--- config.mk ---
export PLATFORM = sky130hd
export DESIGN_NAME = pool_max_onehot_sel
export DESIGN_NICKNAME = d
export VERILOG_FILES = /design/src/rtl/pool_max_onehot_sel.sv
export SDC_FILE = /design/constraint.sdc
export NUM_CORES = 1
export LEC_CHECK = 0
export CAP_MARGIN = 20
export CORE_UTILIZATION = 57
export CTS_BUF_LIST = sky130_fd_sc_hd__clkbuf_4
export CTS_CLUSTER_DIAMETER = 50
export DETAILED_ROUTE_END_ITERATION = 12
export PLACE_DENSITY = 0.95
export SLEW_MARGIN = 20
export SYNTH_ARGS = -nofsm -noshare
export SYNTH_HDL_FRONTEND = slang
export SYNTH_SLANG_ARGS = --single-unit
export TNS_END_PERCENT = 50
--- constraint.sdc ---
create_clock -name clk -period 5.7 [get_ports clk]
set_clock_uncertainty 0.1 [all_clocks]
set_input_delay 1.14 -clock clk [delete_from_list [all_inputs] [get_ports clk]]
set_output_delay 1.14 -clock clk [all_outputs]
set_load 0.02 [all_outputs]
--- src/rtl/pool_max_onehot_sel.sv ---
// rtl/pool_max_onehot_sel.sv - streaming max-pooling selector with one-hot max position
//
// Accepts a window of N samples (one per in_valid & in_ready beat), tracks the
// running maximum and its index, and presents the maximum plus a one-hot
// position vector for the downstream one-hot-to-binary encoder.
//
// Parameters:
//   DATA_W      pixel sample width
//   N           samples per window / width of out_onehot (2..16)
// Ports:
//   clk, rst_n               clock, synchronous active-low reset
//   in_valid/in_ready        input handshake
//   in_data, in_sof          sample and start-of-window marker
//   out_valid/out_ready      result handshake
//   out_max, out_onehot      window maximum and its one-hot position
//   sof_err                  sticky: in_sof seen mid-window
// Build option:
//   POOL_SIGNED_CMP_EN       when defined, samples compare as two's-complement
module pool_max_onehot_sel #(
    parameter int DATA_W = 8,
    parameter int N      = 16
) (
    input  logic              clk,
    input  logic              rst_n,
    input  logic              in_valid,
    output logic              in_ready,
    input  logic [DATA_W-1:0] in_data,
    input  logic              in_sof,
    output logic              out_valid,
    input  logic              out_ready,
    output logic [DATA_W-1:0] out_max,
    output logic [N-1:0]      out_onehot,
    output logic              sof_err
);

    localparam int CNT_W = (N > 1) ? $clog2(N) : 1;
    localparam logic [N-1:0] ONE_HOT0 = {{(N-1){1'b0}}, 1'b1};
    localparam logic [CNT_W-1:0] LAST_IDX = CNT_W'(N - 1);

    typedef enum logic {
        ACCUM = 1'b0,
        HOLD  = 1'b1
    } state_t;

    state_t            state_q, state_d;
    logic [CNT_W-1:0]  count_q, count_d;
    logic [CNT_W-1:0]  run_idx_q, run_idx_d;
    logic [DATA_W-1:0] run_max_q, run_max_d;
    logic [DATA_W-1:0] out_max_q, out_max_d;
    logic [N-1:0]      out_onehot_q, out_onehot_d;
    logic              sof_err_q, sof_err_d;

    logic              accept;
    logic              restart;
    logic              gt;
    logic              last_beat;
    logic [DATA_W-1:0] new_max;
    logic [CNT_W-1:0]  new_idx;

    always_comb begin
        state_d      = state_q;
        count_d      = count_q;
        run_idx_d    = run_idx_q;
        run_max_d    = run_max_q;
        out_max_d    = out_max_q;
        out_onehot_d = out_onehot_q;
        sof_err_d    = sof_err_q;

        accept  = in_valid && (state_q == ACCUM);
        // Either the first beat of a window or an in_sof that abandons the
        // partial window: both seed the running max at index 0.
        restart = (count_q == '0) || in_sof;

`ifdef POOL_SIGNED_CMP_EN
        gt = $signed(in_data) > $signed(run_max_q);
`else
        gt = in_data > run_max_q;
`endif

        // Strict greater-than keeps the lowest index on ties.
        if (restart) begin
            new_max = in_data;
            new_idx = '0;
        end else if (gt) begin
            new_max = in_data;
            new_idx = count_q;
        end else begin
            new_max = run_max_q;
            new_idx = run_idx_q;
        end

        // An in_sof restart can never complete a window since N >= 2.
        last_beat = !in_sof && (count_q == LAST_IDX);

        case (state_q)
            ACCUM: begin
                if (accept) begin
                    run_max_d = new_max;
                    run_idx_d = new_idx;
                    if (in_sof && (count_q != '0)) begin
                        sof_err_d = 1'b1;
                    end
                    if (last_beat) begin
                        count_d      = '0;
                        state_d      = HOLD;
                        out_max_d    = new_max;
                        out_onehot_d = ONE_HOT0 << new_idx;
                    end else if (restart) begin
                        count_d = CNT_W'(1);
                    end else begin
                        count_d = count_q + CNT_W'(1);
                    end
                end
            end
            HOLD: begin
                if (out_ready) begin
                    state_d = ACCUM;
                end
            end
            default: begin
                state_d = ACCUM;
            end
        endcase
    end

    always_ff @(posedge clk) begin
        if (!rst_n) begin
            state_q      <= ACCUM;
            count_q      <= '0;
            run_idx_q    <= '0;
            run_max_q    <= '0;
            out_max_q    <= '0;
            out_onehot_q <= '0;
            sof_err_q    <= 1'b0;
        end else begin
            state_q      <= state_d;
            count_q      <= count_d;
            run_idx_q    <= run_idx_d;
            run_max_q    <= run_max_d;
            out_max_q    <= out_max_d;
            out_onehot_q <= out_onehot_d;
            sof_err_q    <= sof_err_d;
        end
    end

    assign in_ready   = (state_q == ACCUM);
    assign out_valid  = (state_q == HOLD);
    assign out_max    = out_max_q;
    assign out_onehot = out_onehot_q;
    assign sof_err    = sof_err_q;

endmodule

==> results of run 1 <==
state kept, by name, indices dropped and copies added, names as in the netlist:
| signal | count |
|---|---|
| run_max_q | 8 |
| out_valid | 1 |
| sof_err | 1 |
| out_onehot | 16 |
| count_q | 4 |
| out_max | 8 |
| run_idx_q | 4 |
synthesized netlist by cell type, types with 6 or more instances:
cell,instances
o221a_2,8
o21a_1,11
o21ai_0,16
clkbuf_1,9
dfxtp_1,42
nand2_1,20
nand4_1,6
nor2_1,13
a32o_1,13
nor2b_1,6
nand3_1,13
ha_1,10
inv_1,11
critical path: cells and delay by family:
family                     cells  cell delay [ns]
AOI/OAI and AO/OA              3             1.07
and+or+nand+nor                3             0.81
buffers and inverters          1             0.45
adders and majority gates      1             0.32
metrics by stage:
stage                     util [%]  worst slack, ns  area [sq um]  cells  hold slack [ns]
final                        77.14            2.054          2432    298           0.3584
after detailed placement     75.16            1.767          2370    290           0.3446
after CTS                    76.87            2.193          2424    298           0.3618
after floorplan                  -            2.713          1953    217           0.3625
after global routing         77.14            1.975          2432    298           0.3886
after global placement       75.16            1.935          2370    290           0.3360
final cells by class:
class | instances | share of cell area [%]
Multi-Input combinational cell | 152 | 42.59
Sequential cell | 42 | 34.57
Timing Repair Buffer | 41 | 16.67
Tap cell | 44 | 2.263
Clock buffer | 6 | 1.852
Inverter | 11 | 1.698
Clock inverter | 2 | 0.3601
routing by layer:
metal | global-route usage, % | vias to the layer above
li1 | - | 877
met1 | 34.89 | 864
met2 | 40.19 | 65
met3 | 7.249 | 10
met4 | 9.740 | 0
met5 | 0 | -
report_power, final:
part	total, mW	switching (mW)	internal (mW)
clock network	0.145	0.0941	0.0512
logic	0.0558	0.0334	0.0223
registers	0.303	0.00462	0.298
total	0.504	0.132	0.372
how the worst min path moves through the flow:
stage                        start             end  slack (ns)
floorplan             run_max_q[1]    run_max_q[1]        0.36
global route        out_onehot[15]  out_onehot[15]        0.39
finish              out_onehot[15]  out_onehot[15]        0.36
CTS                 out_onehot[15]  out_onehot[15]        0.36
detailed placement  out_onehot[15]  out_onehot[15]        0.34
global placement    out_onehot[15]  out_onehot[15]        0.34
cells by family (layout without fill, tap and decap cells):
kind of cell | Yosys count | in the layout
AND/OR/NAND/NOR | 73 | 73
flip-flops | 42 | 42
adder cells (fa/ha/maj) | 10 | 10
AO/OA/AOI/OAI | 68 | 68
multiplexers | 1 | 1
buffers and inverters | 23 | 60
==> impl_results.md, run 1 <==
* Asr flop ratio synth at 0%
* Critical R2R Launch: run_max_q[1]
* Top sig layer: met4
* Most common cell after layout, fill and taps aside: dfxtp_1
* CTS root buf: clkbuf_4
* Fillers at 225
* Number of H-tree levels at 2
* Dpl hpwl at 3156 microns
* Most frequent cells in the layout: 42 x dfxtp_1, 39 x clkdlybuf4s50_1, 20 x nand2_1, 16 x o21ai_0
* Number of port buffers at 39
* Routed WL at 4519 microns
* Die width at 60.54 microns
* Per-cell routed wire length at 15.16 microns
* Worst setup EP type: flop
* Worst-Margin Slew at 0.7332 ns
* Die area at 3664 sq um
* Adder-Cell Fraction of Synth Area at 6.406%
* 1st-iter DRT viols at 126
* Setup CP Type: input pin to flop
* Yosys synthesis warning count at 0
* RSZ-0062 raised after global routing: no
* FF+latch area at 840.8 sq um
* Post-synthesis compound-gate area fraction at 26.52%
* Area leader, netlist: dfxtp_1
* Starting density of the core at 61.94%
* Hold path depth at 2
* Vias at 1816
* Worst setup path start: in_data[1]
* Simple-gate share of the synthesized area at 18.64%
* DR DRC count at 0
* Met2 WL post-DR at 2101 microns
* Worst vdd ir at 156.7 uV
* Final critical-path share of the clock period at 63.97%
* Wl on met1 at 2035 microns
* Crit path max fanout at 8
* Worst R2R Path Depth at 8
* Power, Total at 0.5038 mW
* Routability cong. at 0.8720
* First-pass GRT wire length at 7079 microns
* Synth top area share at 43.05%
* Synth unique cells at 36
* Post-Route Setup TNS at 0 ns
* Rel. slew slack at 51.02%
* # diodes at 0
* Overflow after GRT at 0
* Drt via density at 6.094
* FMAX at 274.3 MHz
* Pin count of the biggest net entering global routing at 24
* Post-synth EDFFs at 0
* Main synth FF type: dfxtp_1
* Synth Area in XOR/XNOR at 0%
* Largest family of logic cells by synthesized area: compound AO/OA/AOI/OAI gates
* Final setup fails at 0
* Die Y at 60.54 microns
* Cell Rows at 20
* Yosys reg bits at 42
* R2R Path End: out_max[5]
* Crit path cell chain: clkdlybuf4s50_1, ha_1, nor2b_1, o211ai_1, a211oi_1, or2_1, nand2_1, o221a_2
* Crit path arrival time at 3.79 ns
* Slowest stage cell, crit path: a211oi_1
* CP max stage delay at 0.60 ns
* 1st-pass router iterations at 6
* Layout Nets at 276
* Fin. max-slew vios at 0
* CTS tree: done
* Register area share after synthesis at 43.05%
* Tightest Hold Check Type: flop to flop
* Max_cap viols at 0
* Routed Antenna Nets at 0
* Clk buf depth at 2
* Top cells by area, synth: dfxtp_1 43%, a32o_1 6.7%, ha_1 6.4%, o221a_2 4.6%, o21a_1 4.2%
* Critical Path Sink: out_max[5]
* Ports at 40
* Post-Syn Area at 1953 sq um
* Post-Synthesis Cells at 217
* Area Growth Syn to Fin at 24.54%
* Sink Count at 42
* Syn Nets at 240
* Tmin final at 3.646 ns
* Postcts setup bufs at 0
* Power density over cell area at 207.1 nW/um^2
* Synth Area per Inst at 9.001 sq um
* Total global-route track usage at 26.04%
* Total core area at 3153 sq um
* Leak pwr at 0.8883 nW
* WP data required at 5.85 ns
* Outcome: finished, final reports clean
* Vias in the first global route at 1570
* Multi-input logic area at 1036 sq um
* FF-to-FF setup slack at 2.87 ns
* Met3 WL at 291 microns
* Mux contribution to synthesized area at 0.5125%
* Clk Latency, worst-skew pair at 0.36 ns
* Fin. Hold Viols at 0
* Post-CTS resize count at 0
* CTS Buf Count at 5
* Initial antenna violation count at 0
* Share of layout cells above drive strength 1 at 8.268%
* CTS Hold Bufs at 0
* Clock Pin Slew Worst Setup and Hold Paths at 0.12 ns
* Worst Setup Start Kind: input pin
(Power assumes the default switching activity.)
==> inputs of run 2 (changes only) <==
- CORE_UTILIZATION: 57 -> 53
- PLACE_DENSITY: 0.95 -> 0.91
- clock period: 5.7 -> 3.7 ns (I/O delays scaled with it)
==> run 2 against run 1 <==
Global-route usage about the same; first-iteration DRC count grew 44%; register-to-register slack got worse by 1.9 ns; sequential power up 54%; clock power rose by 94%; routed wire length fell by 0.75%; final area increased by 1.1%; worst hold slack better by 0.0035 ns; core utilization decreased by 5.7 points; critical path type unchanged; largest cell class unchanged; largest power group unchanged.
==> impl_results.md, run 2 (synthesis results as in run 1) <==
* Outcome: finished, final reports clean
* Power, Total at 0.8331 mW (+65%)
* DR DRC count at 0 (unchanged)
* Crit path arrival time at 3.37 ns (-0.42 ns)
* Ports at 40 (unchanged)
* Clock Pin Slew Worst Setup and Hold Paths at 0.12 ns (about the same)
* Per-cell routed wire length at 14.95 microns (-1.4%)
* CTS tree: done
* 1st-pass router iterations at 4 (-2)
* Drt via density at 5.967 (-2.1%)
* Final setup fails at 0 (unchanged)
* Overflow after GRT at 0 (unchanged)
* Postcts setup bufs at 0 (unchanged)
* Final critical-path share of the clock period at 87.04%
* Die width at 62.71 microns (+3.6%)
* Pin count of the biggest net entering global routing at 29 (+21%)
* Most common cell after layout, fill and taps aside: dfxtp_1
* Worst R2R Path Depth at 8 (unchanged)
* Share of layout cells above drive strength 1 at 8.268% (unchanged)
* Number of port buffers at 39 (unchanged)
* Die Y at 62.71 microns (+3.6%)
* CTS root buf: clkbuf_4
* CP Depth at 8 (unchanged)
* Number of H-tree levels at 2 (unchanged)
* Worst vdd ir at 193.0 uV (+23%)
* Critical path buffer and inverter count at 1 (unchanged)
* CTS Buf Count at 5 (unchanged)
* Critical R2R Launch: run_max_q[4]
* Dpl hpwl at 3202 microns (+1.4%)
* Fillers at 273 (+21%)
* RSZ-0062 raised after global routing: no
* Cell Rows at 21 (+5.0%)
* Crit path cell chain: clkdlybuf4s50_1, ha_1, nand4_1, nor2_1, a211oi_1, or2_1, nand2_1, o221a_2
* Sink Count at 42 (unchanged)
* 1st-iter DRT viols at 181 (+44%)
* Setup CP Type: input pin to flop
* Fin. Hold Viols at 0 (unchanged)
* Slowest stage cell, crit path: a211oi_1
* FF-to-FF setup slack at 0.97 ns (-1.90 ns)
* Routed WL at 4485 microns (-0.75%)
* Vias in the first global route at 1770 (+13%)
* CP top delay family: compound AO/OA/AOI/OAI gates
* Largest register FFs at 16 (unchanged)
* Worst Setup Start Kind: input pin
* Post-Route Setup TNS at 0 ns (unchanged)
* Post-CTS resize count at 0 (unchanged)
* Initial antenna violation count at 0 (unchanged)
* Critical Path Sink: out_max[1]
* R2R Path End: out_max[1]
* Die area at 3932 sq um (+7.3%)
* Total global-route track usage at 26.00% (-0.041 points)
* WP data required at 3.85 ns (-2.00 ns)
* CP max stage delay at 0.57 ns (-0.03 ns)
* Power density over cell area at 338.7 nW/um^2 (+64%)
* Most frequent cells in the layout: 42 x dfxtp_1, 39 x clkdlybuf4s50_1, 20 x nand2_1, 16 x o21ai_0
* Tightest Hold Check Type: flop to flop
* Leak pwr at 0.8993 nW (+1.2%)
* First-pass GRT wire length at 8107 microns (+15%)
* Worst-Margin Slew at 0.7066 ns (-0.02652 ns)
* Clk Latency, worst-skew pair at 0.36 ns (about the same)
* Worst setup EP type: flop
* Crit path max fanout at 8 (unchanged)
* WHS at 0.3618 ns (+0.003450 ns)
* Vias at 1790 (-1.4%)
* Layout Nets at 277 (+0.36%)
* Tmin final at 3.221 ns
* Fin. max-slew vios at 0 (unchanged)
* Routability cong. at 0.9215 (+5.7%)
* Clk buf depth at 2 (unchanged)
* FMAX at 310.5 MHz
* Area Growth Syn to Fin at 25.94%
* Starting density of the core at 56.74% (-5.2 points)
* Worst setup path start: in_data[5]
* Rel. slew slack at 52.89% (+1.9 points)
* CTS Hold Bufs at 0 (unchanged)
* Routed Antenna Nets at 0 (unchanged)
* # diodes at 0 (unchanged)
* Total core area at 3442 sq um (+9.2%)
* Max_cap viols at 0 (unchanged)
## run 2: changes by cell type in the layout (fill, tap and decap cells not counted), sizes merged
| cell | delta |
|---|---|
| clkbuf | -1 |
| bufinv | +1 |
| buf | +1 |
| clkinv | -1 |
## run 2: through the flow
| stage | instance area, sq um | cells | setup slack [ns] | util (%) |
|---|---|---|---|---|
| 6_report | 2460 | 300 | 0.4794 | 71.46 |
| 5_1_grt | 2460 | 300 | 0.2777 | 71.46 |
| 4_1_cts | 2451 | 300 | 0.5834 | 71.21 |
| 3_5_place_dp | 2380 | 293 | 0.1898 | 69.14 |
| 3_3_place_gp | 2380 | 293 | 0.3533 | 69.14 |
| 2_1_floorplan | 1953 | 217 | 1.113 | - |
## run 2: power breakdown
group / leakage [nW] / internal (mW) / switching (mW)
logic: 0.521 / 0.0343 / 0.0510
clock network: 0.0387 / 0.137 / 0.145
registers: 0.340 / 0.459 / 0.00701
total: 0.899 / 0.630 / 0.203
## run 2: worst reg2reg max path: stages, from the launching register on
cell and delay, ns:
dfxtp_1 0.38, inv_1 0.06, ha_1 0.27, nand4_1 0.14, nor2_1 0.08, a211oi_1 0.57
or2_1 0.36, nand2_1 0.28, o221a_2 0.38
## run 2: final cells by class
cell class                 instances  area (sq um)  share of cell area [%]
clock buffer                       5         37.54                   1.526
tap                               46         57.56                   2.340
inverter                          11         41.29                   1.679
timing repair buffer              42         412.9                   16.79
sequential                        42         840.8                   34.18
multi-input combinational        152          1036                   42.12
clock inverter                     2         33.78                   1.373
## run 2: how the worst min path moves through the flow
stage	startpoint	to	slack (ns)	cells past startpoint
CTS	out_onehot[15]	out_onehot[15]	0.36	2
detailed placement	out_onehot[15]	out_onehot[15]	0.34	2
global route	out_onehot[15]	out_onehot[15]	0.39	2
global placement	out_onehot[15]	out_onehot[15]	0.33	2
finish	out_onehot[15]	out_onehot[15]	0.36	2
floorplan	run_max_q[1]	run_max_q[1]	0.36	2
## run 2: metal layers
metal	vias up	part of all wire [%]	global-route usage, %	routed length [microns]
met5	-	0	0	0
met4	0	2.0	11.63	88
met3	11	6.9	5.657	308
met2	66	47	40.90	2100
met1	833	44	33.98	1987
li1	880	-	-	-
==> edit 1: new RTL, config.mk and constraints of run 1 <==
`DATA_W`: 8 -> 10.
--- a/src/rtl/pool_max_onehot_sel.sv
+++ b/src/rtl/pool_max_onehot_sel.sv
@@ -17,7 +17,7 @@
 // Build option:
 //   POOL_SIGNED_CMP_EN       when defined, samples compare as two's-complement
 module pool_max_onehot_sel #(
-    parameter int DATA_W = 8,
+    parameter int DATA_W = 10,
     parameter int N      = 16
 ) (
     input  logic              clk,
Interface: changed (resized in_data and out_max); port bits go from 40 to 44. No check against the original RTL was run, so the function may have changed too.
==> edit 1 against run 1 <==
- register-to-register slack got worse by 0.13 ns
- sequential cell count increased by 4
- total power is 7.6% higher
- area after synthesis grew 18%
- utilization fell by 2.6 points
- wire length up 7.6%
- combinational power up 28%
- setup slack lost 0.17 ns
- non-clock buffer count rose by 6
- design area up 16%
- fmax shrank 4.4%
==> edit 1: results (changes against run 1) <==
.. list-table::
   :header-rows: 1

   * - Metric
     - Value
   * - Number of nets in the synthesized netlist
     - 297 (+24%)
   * - Met3 capacity usage during global routing
     - 6.42% (-0.83 points)
   * - Count of placed standard cells in the final layout, fillers left out
     - 354 (+19%)
   * - Global-route track usage on met2
     - 40.2% (about the same)
   * - Mux contribution to synthesized area
     - 2.65% (+2.1 points)
   * - Fraction of layout instances using a drive strength above 1
     - 4.90% (-3.4 points)
   * - Sequential share of power
     - 60.8% (+0.7 points)
   * - Routability Congestion
     - 0.846 (-3.0%)
   * - Cell count of the worst reg-to-reg path
     - 9 (+1)
   * - M1 GR Usage
     - 32.7% (-2.2 points)
   * - Hold_ws
     - 0.372 ns (+0.0139 ns)
   * - # port buffers
     - 43 (+10%)
   * - Detailed-route vias per instance
     - 5.72 (-6.1%)
   * - Top cells by count, synth
     - sky130_fd_sc_hd__nand2_1, sky130_fd_sc_hd__dfxtp_1, sky130_fd_sc_hd__a21boi_0, sky130_fd_sc_hd__clkbuf_1, sky130_fd_sc_hd__inv_1
   * - Destination of the worst register-to-register timing path
     - out_onehot[14]
   * - Largest vdd supply drop
     - 0.155 mV (-0.89%)
   * - Minimum setup slack after placement
     - 1.50 ns (-0.269 ns)
   * - Area fraction in compound gates after synthesis
     - 22.6% (-3.9 points)
   * - Outcome
     - finished clean
   * - Reported net switching power
     - 0.142 mW (+7.6%)
   * - Clock network power share
     - 26.0% (-2.8 points)
   * - Startpoint of the worst-slack reg-to-reg timing path
     - run_max_q[3]
   * - Worst reg-to-reg setup slack
     - 2.74 ns (-0.13 ns)
   * - Number of library cell types mapped by synthesis
     - 37 (+2.8%)
   * - Placed cell areas
     - 0.00277 mm^2 (+17%)
   * - Critical path fanouts, max
     - 17 (+9)
   * - Leak Pwr
     - 1.15 nW (+29%)
   * - DP HPWL
     - 3.39 mm (+7.2%)
   * - Hold EP
     - out_onehot[8]
   * - Post-Syn Area per Cell
     - 8.55 um^2 (-5.0%)
   * - Gr usage total
     - 24.7% (-1.3 points)
   * - Cell types occupying the most area after synthesis
     - sky130_fd_sc_hd__dfxtp_1, sky130_fd_sc_hd__nand2_1, sky130_fd_sc_hd__a21boi_0
   * - Portion of the post-synthesis area used by sequential elements
     - 39.9% (-3.2 points)
   * - Power consumed by sequential cells
     - 0.330 mW (+8.9%)
   * - Wire length of the first global-routing pass
     - 8.26 mm (+17%)
   * - Vias in the first global route
     - 1899 (+21%)
   * - Adder-cell share of the synthesized area
     - 6.50% (+0.094 points)
   * - Period minus WS final
     - 3.82 ns (+0.169 ns)
   * - Slew margin rel.
     - 47.7% (-3.3 points)
[edit 1: cell count changes after synthesis, sizes merged, moves of 6 or more]
cell    before  now
a21boi       3   24
a32o        13    0
and2         2    9
clkbuf       9   15
nand2       20   53
nor2        14    5
o211a        0   10
o211ai       1   10
o21a        11    4
o21ai       16    8
o221a        8    0
[edit 1: metal layers]
metal	vias up	wire length (um)
met4	0	41
met1	957	2400
met3	5	214
met2	44	2210
met5	-	0
li1	1019	-
[edit 1: layout make-up]
type | count | area, um^2
Timing Repair Buffer | 47 | 460
Tap cell | 48 | 60.1
Fill cell | 277 | 961
Multi-Input combinational cell | 192 | 1270
Clock inverter | 1 | 3.75
Clock buffer | 5 | 37.5
Inverter | 15 | 56.3
Sequential cell | 46 | 921
[edit 1: worst max-delay path, cell delays in order]
cell and delay [ns]:
sky130_fd_sc_hd__clkdlybuf4s50_1 0.45, sky130_fd_sc_hd__ha_1 0.32, sky130_fd_sc_hd__a21o_1 0.16, sky130_fd_sc_hd__a21o_1 0.18, sky130_fd_sc_hd__a2111oi_2 0.48, sky130_fd_sc_hd__nor2_2 0.18, sky130_fd_sc_hd__mux2_4 0.41, sky130_fd_sc_hd__or4_1 0.53
sky130_fd_sc_hd__a21boi_1 0.14
[edit 1: worst max path at each step]
stage                from        endpoint  slack (ns)  cells after the start
3_3_place_gp   in_data[3]  out_onehot[14]        1.55                      9
5_1_grt        in_data[3]   out_onehot[7]        1.70                      9
2_1_floorplan  in_data[3]  out_onehot[14]        2.24                      8
4_1_cts        in_data[3]  out_onehot[14]        1.89                      9
3_5_place_dp   in_data[3]  out_onehot[14]        1.50                      9
6_report       in_data[3]  out_onehot[14]        1.88                      9
==> edit 2: new RTL, flow settings as in run 1 <==
Without the edit above. Put one more register stage on the output `sof_err`, with the module's reset. The value now appears one clock later. The other outputs are not delayed to match.
--- a/src/rtl/pool_max_onehot_sel.sv
+++ b/src/rtl/pool_max_onehot_sel.sv
@@ -147,7 +147,13 @@
     assign out_valid  = (state_q == HOLD);
     assign out_max    = out_max_q;
     assign out_onehot = out_onehot_q;
-    assign sof_err    = sof_err_q;
+    always_ff @(posedge clk) begin
+        if (!rst_n) begin
+            sof_err <= '0;
+        end else begin
+            sof_err <= sof_err_q;
+        end
+    end
 
 endmodule
 
Check against the original RTL: not equivalent (a bounded check fails within 4 cycles, from zero or initial values and one cycle with rst_n low).
==> edit 2 against run 1 <==
- area after synthesis rose by 1.3%
- non-clock buffer count unchanged
- synthesized cell count grew 0.92%
- critical path type unchanged
- total power grew 0.43%
- fmax rose by 3.2%
- sequential cell count grew 1
- wire length fell by 4.8%
- sequential share of layout area rose by 0.43 points
- die area increased by 1.3%
- worst hold slack got worse by 0.0019 ns
- setup slack better by 0.11 ns
- design area is 1.1% higher
==> edit 2: results (changes against run 1) <==
.. list-table::
   :header-rows: 1

   * - Metric
     - Value
   * - Final Slew Violations
     - 0 (unchanged)
   * - Largest stage delay on the critical path
     - 0.51 ns (-0.09 ns)
   * - Critical path data arrival time
     - 3.67 ns (-0.12 ns)
   * - Total CTS buffers
     - 5 (unchanged)
   * - Detail-routed net length per standard cell
     - 14.2 um (-6.1%)
   * - Fraction of layout instances using a drive strength above 1
     - 7.81% (-0.46 points)
   * - Number of nets in the synthesized netlist
     - 242 (+0.83%)
   * - Top cells by count, synth
     - sky130_fd_sc_hd__dfxtp_1, sky130_fd_sc_hd__nand2_1, sky130_fd_sc_hd__o21ai_0
   * - Kind of path behind the tightest hold check
     - reg2reg
   * - Outcome
     - finished clean
   * - Root buffer cell
     - sky130_fd_sc_hd__clkbuf_4
   * - Detailed-routing wirelength on met1
     - 1.98 mm (-2.9%)
   * - Slew at the pin closest to its max-slew limit
     - 0.799 ns (+0.0660 ns)
   * - Area fraction in compound gates after synthesis
     - 26.2% (-0.35 points)
   * - Buffer levels on the longest clock path
     - 2 (unchanged)
   * - Cts repair resizes
     - 0 (unchanged)
   * - Warnings, synthesis
     - 0 (unchanged)
   * - Routability Congestion
     - 0.880 (+0.96%)
   * - Critical path origin
     - in_data[7]
   * - Wire length of the first global-routing pass
     - 6.96 mm (-1.8%)
   * - Detailed-route vias per instance
     - 6.03 (-1.1%)
   * - Slowest-stage cell, CP
     - sky130_fd_sc_hd__a211oi_1
   * - Total met3 wirelength after detailed routing
     - 222 um (-24%)
   * - First-pass detailed-route iteration total
     - 4 (-2)
   * - Placed cell areas
     - 0.00240 mm^2 (+1.2%)
   * - Adder-cell share of the synthesized area
     - 6.32% (-0.085 points)
   * - Portion of the post-synthesis area used by sequential elements
     - 43.5% (+0.44 points)
   * - Vias in the first global route
     - 1522 (-3.1%)
   * - Leak Pwr
     - 0.897 nW (+0.98%)
   * - # port buffers
     - 39 (unchanged)
   * - DP HPWL
     - 3.00 mm (-4.9%)
   * - Count of routing violations after the opening detailed-route iteration
     - 132 (+4.8%)
   * - Startpoint of the worst-slack reg-to-reg timing path
     - run_max_q[4]
   * - Number of fill cells in the layout
     - 253 (+12%)
   * - # nets final
     - 278 (+0.72%)
   * - N_diodes
     - 0 (unchanged)
   * - Metal2 WL
     - 2.06 mm (-2.0%)
   * - Maximum number of pins on one net before global-route repair
     - 46 (+92%)
   * - Cell types occupying the most area after synthesis
     - sky130_fd_sc_hd__dfxtp_1, sky130_fd_sc_hd__a32o_1, sky130_fd_sc_hd__ha_1
   * - Mux contribution to synthesized area
     - 0.506% (-0.0068 points)
   * - Gr usage total
     - 25.3% (-0.69 points)
   * - Largest vdd supply drop
     - 0.161 mV (+2.8%)
-- edit 2: changes by cell type after synthesis --
cell / delta
sky130_fd_sc_hd__dfxtp_1: +1
sky130_fd_sc_hd__and2_1: +1
-- edit 2: cells by family after synthesis --
kind of cell / Yosys count
AO/OA/AOI/OAI: 68
multiplexers: 1
flip-flops: 43
adder cells (fa/ha/maj): 10
AND/OR/NAND/NOR: 74
buffers and inverters: 23
-- edit 2: worst min-delay path, delay by kind of cell (launching register included) --
| family | cells | cell delay (ns) |
|---|---|---|
| simple gates | 2 | 0.09 |
| flops | 1 | 0.33 |
-- edit 2: path summary, 6_finish.rpt --
path / slack [ns] / end / depth (start not counted)
max reg2reg: 3.05 / out_max[2] / 8
min: 0.36 / out_onehot[15] / 2
min reg2reg: 0.36 / out_onehot[15] / 2
max: 2.17 / out_max[2] / 8
-- edit 2: area by class of cell --
class	instances	area, um^2	share of cell area [%]
multi-input cells	153	1040	42.4
flip-flops and latches	43	861	35.0
repair buffers	41	405	16.5
well taps	46	57.6	2.34
clock buffers	6	45.0	1.83
inverters	11	41.3	1.68
clock inverters	2	7.51	0.305
-- edit 2: routing by layer --
layer	GRT usage, %	vias up
li1	-	885
met1	35.7	862
met2	39.2	69
met3	4.48	5
met4	8.77	0
met5	0	-
-- edit 2: power breakdown --
| part | switching [mW] | internal, mW | leakage, nW |
|---|---|---|---|
| clock | 0.0912 | 0.0506 | 0.0307 |
| sequential | 0.00462 | 0.305 | 0.348 |
| combinational | 0.0322 | 0.0221 | 0.518 |
-- edit 2: stage by stage --
stage	util, %	std cells	setup WS [ns]
final	73.7	302	2.17
after global routing	73.7	302	1.99
after CTS	73.5	302	2.28
after detailed placement	71.9	294	1.89
after global placement	71.9	294	1.95
after floorplan	-	219	2.71
